<file path="config.mk">
export PLATFORM = sky130hd
export DESIGN_NAME = sprite_mapper_anim
export DESIGN_NICKNAME = d
export VERILOG_FILES = /design/src/rtl/sprite_pkg.sv /design/src/rtl/sprite_anim_ctrl.sv /design/src/rtl/sprite_mapper_anim.sv
export SDC_FILE = /design/constraint.sdc
export NUM_CORES = 1
export LEC_CHECK = 0
export ABC_AREA = 1
export CORE_MARGIN = 5
export CORE_UTILIZATION = 40
export DETAILED_ROUTE_END_ITERATION = 12
export GPL_ROUTABILITY_DRIVEN = 0
export GPL_TIMING_DRIVEN = 0
export PLACE_DENSITY = 0.73
export SLEW_MARGIN = 20
export SYNTH_ARGS = -nofsm -noshare
export SYNTH_HDL_FRONTEND = slang
export SYNTH_SLANG_ARGS = --single-unit
</file>
<file path="constraint.sdc">
create_clock -name vga_clk -period 6 [get_ports vga_clk]
set_clock_uncertainty 0.2 [all_clocks]
set_input_delay 1.2 -clock vga_clk [delete_from_list [all_inputs] [get_ports vga_clk]]
set_output_delay 1.2 -clock vga_clk [all_outputs]
set_load 0.01 [all_outputs]
</file>
<file path="src/rtl/sprite_pkg.sv">
// Shared types and constants for the sprite rendering pipeline.
package sprite_pkg;

  typedef logic [9:0] pix_coord_t;

  typedef struct packed {
    logic [3:0] red;
    logic [3:0] green;
    logic [3:0] blue;
  } rgb4_t;

  localparam int SCREEN_W = 640;
  localparam int SCREEN_H = 480;
  localparam int PIPE_LAT = 3;

  // Bit width able to index v entries, never narrower than one bit.
  function automatic int clog2_min1(input int v);
    return (v > 1) ? $clog2(v) : 1;
  endfunction

endpackage

</file>
<file path="src/rtl/sprite_anim_ctrl.sv">
// Per-frame control for the sprite mapper: frame-start detect, position
// latch, animation divider and frame counter.
// Optional macro MAPPER_MIRROR_EN adds a horizontal mirror bit latched with
// the position.
// The cur_* outputs forward the values being latched on the frame-start
// cycle so that pixel (0,0) already sees the new frame's settings.
module sprite_anim_ctrl
  import sprite_pkg::*;
#(
  parameter int FRAMES   = 4,
  parameter int ANIM_DIV = 8,
  parameter int FIDX_W   = 2
) (
  input  logic              vga_clk,
  input  logic              reset,
  input  pix_coord_t        DrawX,
  input  pix_coord_t        DrawY,
  input  pix_coord_t        pos_x,
  input  pix_coord_t        pos_y,
  input  logic              anim_en,
`ifdef MAPPER_MIRROR_EN
  input  logic              mirror_x,
  output logic              cur_mirror,
`endif
  output pix_coord_t        cur_x,
  output pix_coord_t        cur_y,
  output logic [FIDX_W-1:0] cur_frame,
  output logic [FIDX_W-1:0] frame_idx
);

  localparam int DIV_W = clog2_min1(ANIM_DIV);

  pix_coord_t        lat_x;
  pix_coord_t        lat_y;
  logic [DIV_W-1:0]  div_cnt;
  logic [FIDX_W-1:0] frame_next;
  logic              frame_start;
  logic              div_wrap;
  logic              step;

  assign frame_start = (DrawX == '0) && (DrawY == '0);
  assign div_wrap    = (div_cnt == DIV_W'(ANIM_DIV - 1));
  assign step        = frame_start && anim_en && div_wrap;
  assign frame_next  = (frame_idx == FIDX_W'(FRAMES - 1)) ? '0 : frame_idx + 1'b1;

  assign cur_x     = frame_start ? pos_x : lat_x;
  assign cur_y     = frame_start ? pos_y : lat_y;
  assign cur_frame = step ? frame_next : frame_idx;

`ifdef MAPPER_MIRROR_EN
  logic lat_mirror;
  assign cur_mirror = frame_start ? mirror_x : lat_mirror;

  // Mirror bit is captured together with the position once per frame.
  always_ff @(posedge vga_clk) begin
    if (reset)            lat_mirror <= 1'b0;
    else if (frame_start) lat_mirror <= mirror_x;
  end
`endif

  // Position latch plus divider/frame counter, all advanced at frame start.
  always_ff @(posedge vga_clk) begin
    if (reset) begin
      lat_x     <= '0;
      lat_y     <= '0;
      div_cnt   <= '0;
      frame_idx <= '0;
    end else if (frame_start) begin
      lat_x <= pos_x;
      lat_y <= pos_y;
      if (anim_en) begin
        if (div_wrap) begin
          div_cnt   <= '0;
          frame_idx <= frame_next;
        end else begin
          div_cnt <= div_cnt + 1'b1;
        end
      end
    end
  end

endmodule

</file>
<file path="src/rtl/sprite_mapper_anim.sv">
// Animated, integer-scaled sprite renderer: hit test, ROM addressing and a
// three-stage pipeline producing registered RGB plus an opaque flag.
// Optional macro MAPPER_MIRROR_EN adds the mirror_x input (horizontal flip).
module sprite_mapper_anim
  import sprite_pkg::*;
#(
  parameter  int SPR_W      = 16,
  parameter  int SPR_H      = 16,
  parameter  int FRAMES     = 4,
  parameter  int SCALE_LOG2 = 1,
  parameter  int IDX_W      = 3,
  parameter  int TRANSP_IDX = 0,
  parameter  int ANIM_DIV   = 8,
  localparam int ADDR_W     = clog2_min1(FRAMES * SPR_W * SPR_H),
  localparam int FIDX_W     = clog2_min1(FRAMES)
) (
  input  logic              vga_clk,
  input  logic              reset,
  input  pix_coord_t        DrawX,
  input  pix_coord_t        DrawY,
  input  logic              blank,
  input  pix_coord_t        pos_x,
  input  pix_coord_t        pos_y,
  input  logic              anim_en,
`ifdef MAPPER_MIRROR_EN
  input  logic              mirror_x,
`endif
  output logic [ADDR_W-1:0] rom_address,
  input  logic [IDX_W-1:0]  rom_q,
  output logic [IDX_W-1:0]  pal_index,
  input  logic [3:0]        palette_red,
  input  logic [3:0]        palette_green,
  input  logic [3:0]        palette_blue,
  output logic [3:0]        red,
  output logic [3:0]        green,
  output logic [3:0]        blue,
  output logic              opaque,
  output logic [FIDX_W-1:0] frame_idx
);

  localparam int TX_W = clog2_min1(SPR_W);
  localparam int TY_W = clog2_min1(SPR_H);

  pix_coord_t        cur_x;
  pix_coord_t        cur_y;
  logic [FIDX_W-1:0] cur_frame;
  logic              cur_mirror;

  sprite_anim_ctrl #(
    .FRAMES   (FRAMES),
    .ANIM_DIV (ANIM_DIV),
    .FIDX_W   (FIDX_W)
  ) u_ctrl (
    .vga_clk    (vga_clk),
    .reset      (reset),
    .DrawX      (DrawX),
    .DrawY      (DrawY),
    .pos_x      (pos_x),
    .pos_y      (pos_y),
    .anim_en    (anim_en),
`ifdef MAPPER_MIRROR_EN
    .mirror_x   (mirror_x),
    .cur_mirror (cur_mirror),
`endif
    .cur_x      (cur_x),
    .cur_y      (cur_y),
    .cur_frame  (cur_frame),
    .frame_idx  (frame_idx)
  );

`ifndef MAPPER_MIRROR_EN
  assign cur_mirror = 1'b0;
`endif

  // Hit test in 11-bit unsigned space; the >= checks stop negative offsets
  // from wrapping, and the screen bounds clip the right/bottom edges.
  logic [10:0]       dx;
  logic [10:0]       dy;
  logic              in_spr;
  logic [TX_W-1:0]   tx;
  logic [TX_W-1:0]   tx_eff;
  logic [TY_W-1:0]   ty;
  logic [ADDR_W-1:0] addr_calc;

  assign dx = {1'b0, DrawX} - {1'b0, cur_x};
  assign dy = {1'b0, DrawY} - {1'b0, cur_y};

  assign in_spr = (DrawX >= cur_x) && (dx < 11'(SPR_W << SCALE_LOG2)) &&
                  (DrawY >= cur_y) && (dy < 11'(SPR_H << SCALE_LOG2)) &&
                  (DrawX < pix_coord_t'(SCREEN_W)) && (DrawY < pix_coord_t'(SCREEN_H));

  assign tx     = TX_W'(dx >> SCALE_LOG2);
  assign ty     = TY_W'(dy >> SCALE_LOG2);
  assign tx_eff = cur_mirror ? (TX_W'(SPR_W - 1) - tx) : tx;

  assign addr_calc = ADDR_W'(cur_frame) * ADDR_W'(SPR_W * SPR_H) +
                     ADDR_W'(ty) * ADDR_W'(SPR_W) + ADDR_W'(tx_eff);

  assign pal_index = rom_q;

  rgb4_t colour;
  logic  v1;
  logic  v2;

  assign red   = colour.red;
  assign green = colour.green;
  assign blue  = colour.blue;

  // S1 address/valid, S2 valid follows ROM latency, S3 palette to output.
  always_ff @(posedge vga_clk) begin
    if (reset) begin
      rom_address <= '0;
      v1          <= 1'b0;
      v2          <= 1'b0;
      colour      <= '0;
      opaque      <= 1'b0;
    end else begin
      if (in_spr) rom_address <= addr_calc;
      v1 <= in_spr && blank;
      v2 <= v1;
      if (v2 && (rom_q != IDX_W'(TRANSP_IDX))) begin
        colour <= '{red: palette_red, green: palette_green, blue: palette_blue};
        opaque <= 1'b1;
      end else begin
        colour <= '0;
        opaque <= 1'b0;
      end
    end
  end

endmodule

</file>
==> results.json, run 1 <==
{
  "status": "completed",
  "pre_cts_slack_ns": 0.676,
  "period_share_pct": 83.7,
  "ant_nets": 0,
  "swShare_pct": 28.3,
  "syn_inst": 476,
  "place_area_um2": 4180,
  "final_hold_viol_count": 0,
  "avgSynthCellArea_um2": 6.72,
  "drt-total-wl_um": 8100,
  "worst_pin_slew_ns": 0.621,
  "netlist-cell-type-count": 33,
  "rows": 32,
  "ys_warn_count": 0,
  "startpoint_type": "input port",
  "clk_latency_ns": 0.31,
  "h-tree-depth": 2,
  "clk_pin_slew_worst_paths_ns": 0.10,
  "drcViolationCount": 0,
  "internal_power_w": 0.000481,
  "grt_pass1_wl_um": 13300,
  "routedWlPerCell_um": 12.1,
  "cts_hold_buf": 0,
  "max_freq_mhz": 199,
  "cts_setup_buffers": 0,
  "synth_top_area_share_pct": 31.3,
  "post-route-cell-area_um2": 4270,
  "dpl.cell_count": 663,
  "vias": 3132,
  "initial_core_util_pct": 41.2,
  "fin_cells": 671,
  "syn_area_um2": 3200,
  "synth_largest_area_cell": "dfxtp_1",
  "min_to": "v2$_SDFF_PP0_",
  "ir_worst_vdd_uv": 136,
  "clock-sinks": 50,
  "p_per_area_nw_per_um2": 157,
  "min_path_type": "reg -> reg",
  "critPathMaxFanout": 10,
  "ios": 87,
  "r2r-start": "u_ctrl.lat_y[0]$_SDFF_PP0_",
  "maxCapViolations": 0,
  "setup_viol": 0,
  "clockBufferDepth": 2,
  "worstSetupEndpointType": "register",
  "combPwrFrac_pct": 19.9,
  "regArea_um2": 1000,
  "grt_pass1_vias": 2986,
  "cpPeakStageDelay_ns": 0.53,
  "cts_tree": "done",
  "drive_gt1_share_pct": 6.85,
  "fillers": 764,
  "synthToLayoutAreaGrowth_pct": 33.5,
  "clockPowerShare_pct": 30.8,
  "synthArstFlopShare_pct": 0,
  "cts.repair.resized": 0,
  "worst_path_max_delay_cell": "clkdlybuf4s50_1",
  "power.leakage_nw": 2.21,
  "die-width_um": 99.4,
  "crit_arrival_ns": 5.03,
  "nets": 652,
  "final_common_cell": "nand2_1",
  "r2r_end": "rom_address[0]$_SDFFE_PP0P_",
  "slew_viol_final": 0,
  "core_um2": 7770,
  "fin_ws_ns": 0.976,
  "final_cell_mix": "nand2_1, clkdlybuf4s50_1, nor2_1",
  "portBuffers": 85,
  "dominantRegCellSynth": "dfxtp_1",
  "min_period_ns": 5.02,
  "synth_edf_count": 0,
  "n_antenna_cell": 0,
  "grt_start_max_net_pins": 18,
  "multi_input_area_um2": 1820,
  "min_from": "v1$_SDFF_PP0_",
  "cp.required_ns": 6.01,
  "viasPerCell": 4.67,
  "die_h_um": 99.4,
  "rsz0062_at_grt": "no",
  "cts.root.buffer_cell": "clkbuf_8",
  "p_seq_share_pct": 49.4,
  "ys_seq_area_share_pct": 31.3,
  "netSwitchingPower_w": 0.000190,
  "maxSlewHeadroom_pct": 58.6,
  "hold_depth": 2,
  "finalSetupTns_ns": 0,
  "antenna_found_initial": 0,
  "critical_path_class": "in -> reg",
  "synthesis.nets": 560,
  "ys_ff_latch": 50,
  "hpwlAfterDp_um": 6650,
  "grt_use_total_pct": 16.3,
  "drt_iter0_markers": 90,
  "reg2reg_depth": 20,
  "crit_path_frequent_cell": "nand2_1",
  "grt-ovfl-total": 0,
  "reg2reg_slack_ns": 2.98,
  "power.total_w": 0.000671,
  "die_area_um2": 9880,
  "cts_made_buffers": 5,
  "ys_top_cells_by_area": "dfxtp_1, nand2_1, nor2_1",
  "firstDrtPassIters": 4
}
-- synth_stat cells, types with 3 or more instances --
cell      count
nand2_1     112
nor2_1       83
inv_1        80
dfxtp_1      50
nand3_1      32
ha_1         23
mux2i_1      17
a21oi_1       9
o21ai_0       8
nand2_2       6
nand4_1       5
clkbuf_1      4
nor3_1        4
or2_2         4
xor2_1        4
buf_2         3
buf_4         3
nor2_2        3
nor2_4        3
-- flip-flops by register name (all words and copies together), names as in the netlist --
| register | count |
|---|---|
| opaque | 1 |
| red | 4 |
| green | 4 |
| v1 | 1 |
| rom_address | 10 |
| u_ctrl.lat_y | 10 |
| u_ctrl.div_cnt | 3 |
| v2 | 1 |
| u_ctrl.lat_x | 10 |
| blue | 4 |
| u_ctrl.frame_idx | 2 |
-- power by group through the flow --
stage	sequential, W	combinational, W	clock [W]
after floorplan	0.000339	0.0000730	0
after global placement	0.000339	0.000130	0
after detailed placement	0.000339	0.000132	0
after CTS	0.000332	0.000133	0.000211
after global routing	0.000332	0.000148	0.000221
final	0.000332	0.000133	0.000206
-- worst max path at each step --
stage / from / end / slack, ns / depth (start not counted)
after floorplan: DrawY[0] / rom_address[8]$_SDFFE_PP0P_ / 1.83 / 26
after global placement: DrawY[5] / rom_address[6]$_SDFFE_PP0P_ / 0.75 / 27
final: DrawY[5] / rom_address[0]$_SDFFE_PP0P_ / 0.98 / 27
after detailed placement: DrawY[5] / rom_address[0]$_SDFFE_PP0P_ / 0.68 / 27
after global routing: DrawY[5] / rom_address[0]$_SDFFE_PP0P_ / 0.60 / 26
after CTS: DrawY[5] / rom_address[0]$_SDFFE_PP0P_ / 1.0 / 27
-- metal layers --
layer / wire, µm / GRT usage [%] / part of all wire (%) / up-vias
li1: - / - / - / 1652
met1: 3740 / 20.4 / 46 / 1384
met2: 3740 / 28.0 / 46 / 86
met3: 483 / 3.93 / 6.0 / 10
met4: 141 / 4.31 / 1.7 / 0
met5: 0 / 0 / 0 / -
-- kinds of logic (layout without fill, tap and decap cells) --
family / count (synthesis) / in the layout / synth area share, %
simple gates: 259 / 259 / 35.1
buf+inv: 94 / 187 / 11.7
flops: 50 / 50 / 31.3
fa+ha+maj: 25 / 25 / 10.3
compound gates: 25 / 25 / 4.66
mux: 17 / 17 / 5.32
xor+xnor: 6 / 6 / 1.64
-- stage by stage --
stage               hold WS, ns  util (%)
floorplan                 0.188         -
finish                    0.239      55.0
CTS                       0.236      55.0
global route              0.246      55.0
global placement          0.204      53.8
detailed placement        0.219      53.8
-- worst max-delay path: cells and delay by family --
family | cells | cell delay (ns)
AOI/OAI and AO/OA | 1 | 0.05
adders and majority gates | 2 | 0.63
buffers and inverters | 7 | 1.43
and+or+nand+nor | 17 | 1.71
-- area by class of cell --
type | instances | share of cell area, %
Buffer | 11 | 1.49
Clock inverter | 3 | 0.557
Inverter | 83 | 7.30
Multi-Input combinational cell | 332 | 42.7
Tap cell | 102 | 2.99
Sequential cell | 50 | 23.4
Clock buffer | 5 | 1.61
Timing Repair Buffer | 85 | 19.9
No activity file was read; power rests on OpenSTA's default activity.
==> inputs of run 2 (changes only) <==
clock period = 4.95 ns   (was 6 ns; I/O delays follow)
==> results.json, run 2 (synthesized netlist as in run 1, its figures left out) <==
{
  "setup_viol": 0,
  "die-width_um": 99.4,
  "clockBufferDepth": 2,
  "post-route-cell-area_um2": 4290,
  "min_period_ns": 4.66,
  "drive_gt1_share_pct": 7.37,
  "clk_pin_slew_worst_paths_ns": 0.10,
  "grtUsageMet3_pct": 3.93,
  "power.leakage_nw": 2.22,
  "cts.root.buffer_cell": "clkbuf_8",
  "pre_cts_slack_ns": -0.164,
  "ios": 87,
  "die_h_um": 99.4,
  "dpl.cell_count": 663,
  "reg_top3": "rom_address x10, u_ctrl.lat_x x10, u_ctrl.lat_y x10",
  "portBuffers": 85,
  "drt_iter0_markers": 70,
  "startpoint_type": "input port",
  "min_path_type": "reg -> reg",
  "drcViolationCount": 0,
  "grt_use_total_pct": 16.3,
  "top_usage_layer": "met2",
  "cts_made_buffers": 5,
  "critical_path_class": "in -> reg",
  "cts_tree": "done",
  "grt-ovfl-total": 0,
  "n_antenna_cell": 0,
  "final_hold_viol_count": 0,
  "worstSetupEndpointType": "register",
  "core_um2": 7770,
  "viasPerCell": 4.67,
  "antenna_found_initial": 0,
  "finalSetupTns_ns": 0,
  "critPathMaxFanout": 10,
  "firstDrtPassIters": 4,
  "final_cell_mix": "nand2_1, clkdlybuf4s50_1, nor2_1",
  "cts_hold_buf": 0,
  "place_area_um2": 4180,
  "status": "completed",
  "fin_ws_ns": 0.290,
  "fin_cells": 672,
  "final_common_cell": "nand2_1",
  "drt-total-wl_um": 8100,
  "worst_pin_slew_ns": 0.613,
  "h-tree-depth": 2,
  "initial_core_util_pct": 41.2,
  "grt_pass1_wl_um": 13300,
  "hpwlAfterDp_um": 6650,
  "clock-sinks": 50,
  "nets": 653,
  "slew_viol_final": 0,
  "period_share_pct": 94.1,
  "routedWlPerCell_um": 12.1,
  "rows": 32,
  "ant_nets": 0,
  "grt_start_max_net_pins": 18,
  "clk_latency_ns": 0.31,
  "utilization_pct": 55.2,
  "p_per_area_nw_per_um2": 189,
  "gr-usage-met1_pct": 20.4,
  "grt_pass1_vias": 2986,
  "vias": 3139,
  "grt_use_met2_pct": 28.0,
  "maxCapViolations": 0,
  "maxSlewHeadroom_pct": 59.1,
  "die_area_um2": 9880,
  "max_freq_mhz": 215,
  "synthToLayoutAreaGrowth_pct": 34.1,
  "fillers": 760,
  "cp.required_ns": 4.95,
  "crit_arrival_ns": 4.66,
  "ir_worst_vdd_uv": 165
}
==> run 2: path summary, 6_finish.rpt <==
check	startpoint	end	slack [ns]	cells after the start
max	DrawX[7]	rom_address[0]$_SDFFE_PP0P_	0.29	26
min	v1$_SDFF_PP0_	v2$_SDFF_PP0_	0.24	2
max reg2reg	u_ctrl.lat_y[0]$_SDFF_PP0_	rom_address[0]$_SDFFE_PP0P_	1.94	20
min reg2reg	v1$_SDFF_PP0_	v2$_SDFF_PP0_	0.24	2
==> run 2: report_power, final <==
| part | total [W] | switching (W) | internal [W] |
|---|---|---|---|
| sequential | 0.000402 | 0.0000000156 | 0.000402 |
| clock | 0.000248 | 0.000147 | 0.000101 |
| combinational | 0.000162 | 0.0000818 | 0.0000800 |
==> run 2: timing repair <==
action                     4_1_cts  5_1_grt
resized for setup                0        5
setup endpoints to repair        0        9
setup buffers                    0        1
==> run 2: metrics by stage <==
step | power (W) | hold slack [ns]
final | 0.000812 | 0.238
after global routing | 0.000850 | 0.246
after CTS | 0.000819 | 0.236
after detailed placement | 0.000572 | 0.219
after global placement | 0.000569 | 0.204
after floorplan | 0.000500 | 0.188
==> run 2: worst max-delay path, cell delays in order <==
cell and delay (ns):
clkdlybuf4s50_1 0.45, nor2_1 0.17, nand3_1 0.09, nor2_1 0.15
nand3_1 0.16, buf_6 0.21, inv_2 0.10, or2_2 0.11
inv_1 0.04, a21oi_1 0.19, ha_1 0.19, inv_1 0.09
fa_1 0.41, nand2_1 0.11, nand2_2 0.08, nand2_1 0.09
nand2_1 0.07, nand2_1 0.09, nand2_1 0.05, nor2_1 0.12
nand3_1 0.12, nor2_4 0.15, nand2_4 0.10, buf_6 0.16
nor2_1 0.10, nor2_1 0.06
==> run 2: per-layer routing <==
layer  wire length [µm]  vias up
met1               3730     1395
li1                   -     1651
met4                123        0
met3                479        8
met5                  0        -
met2               3770       85
==> run 2: area by class of cell <==
class | instances | area (µm²) | share of cell area [%]
Multi-Input combinational cell | 332 | 1830 | 42.6
Sequential cell | 50 | 1000 | 23.3
Timing Repair Buffer | 86 | 858 | 20.0
Inverter | 83 | 312 | 7.27
Tap cell | 102 | 128 | 2.98
Buffer | 11 | 70.1 | 1.63
Clock buffer | 5 | 68.8 | 1.60
Clock inverter | 3 | 23.8 | 0.554
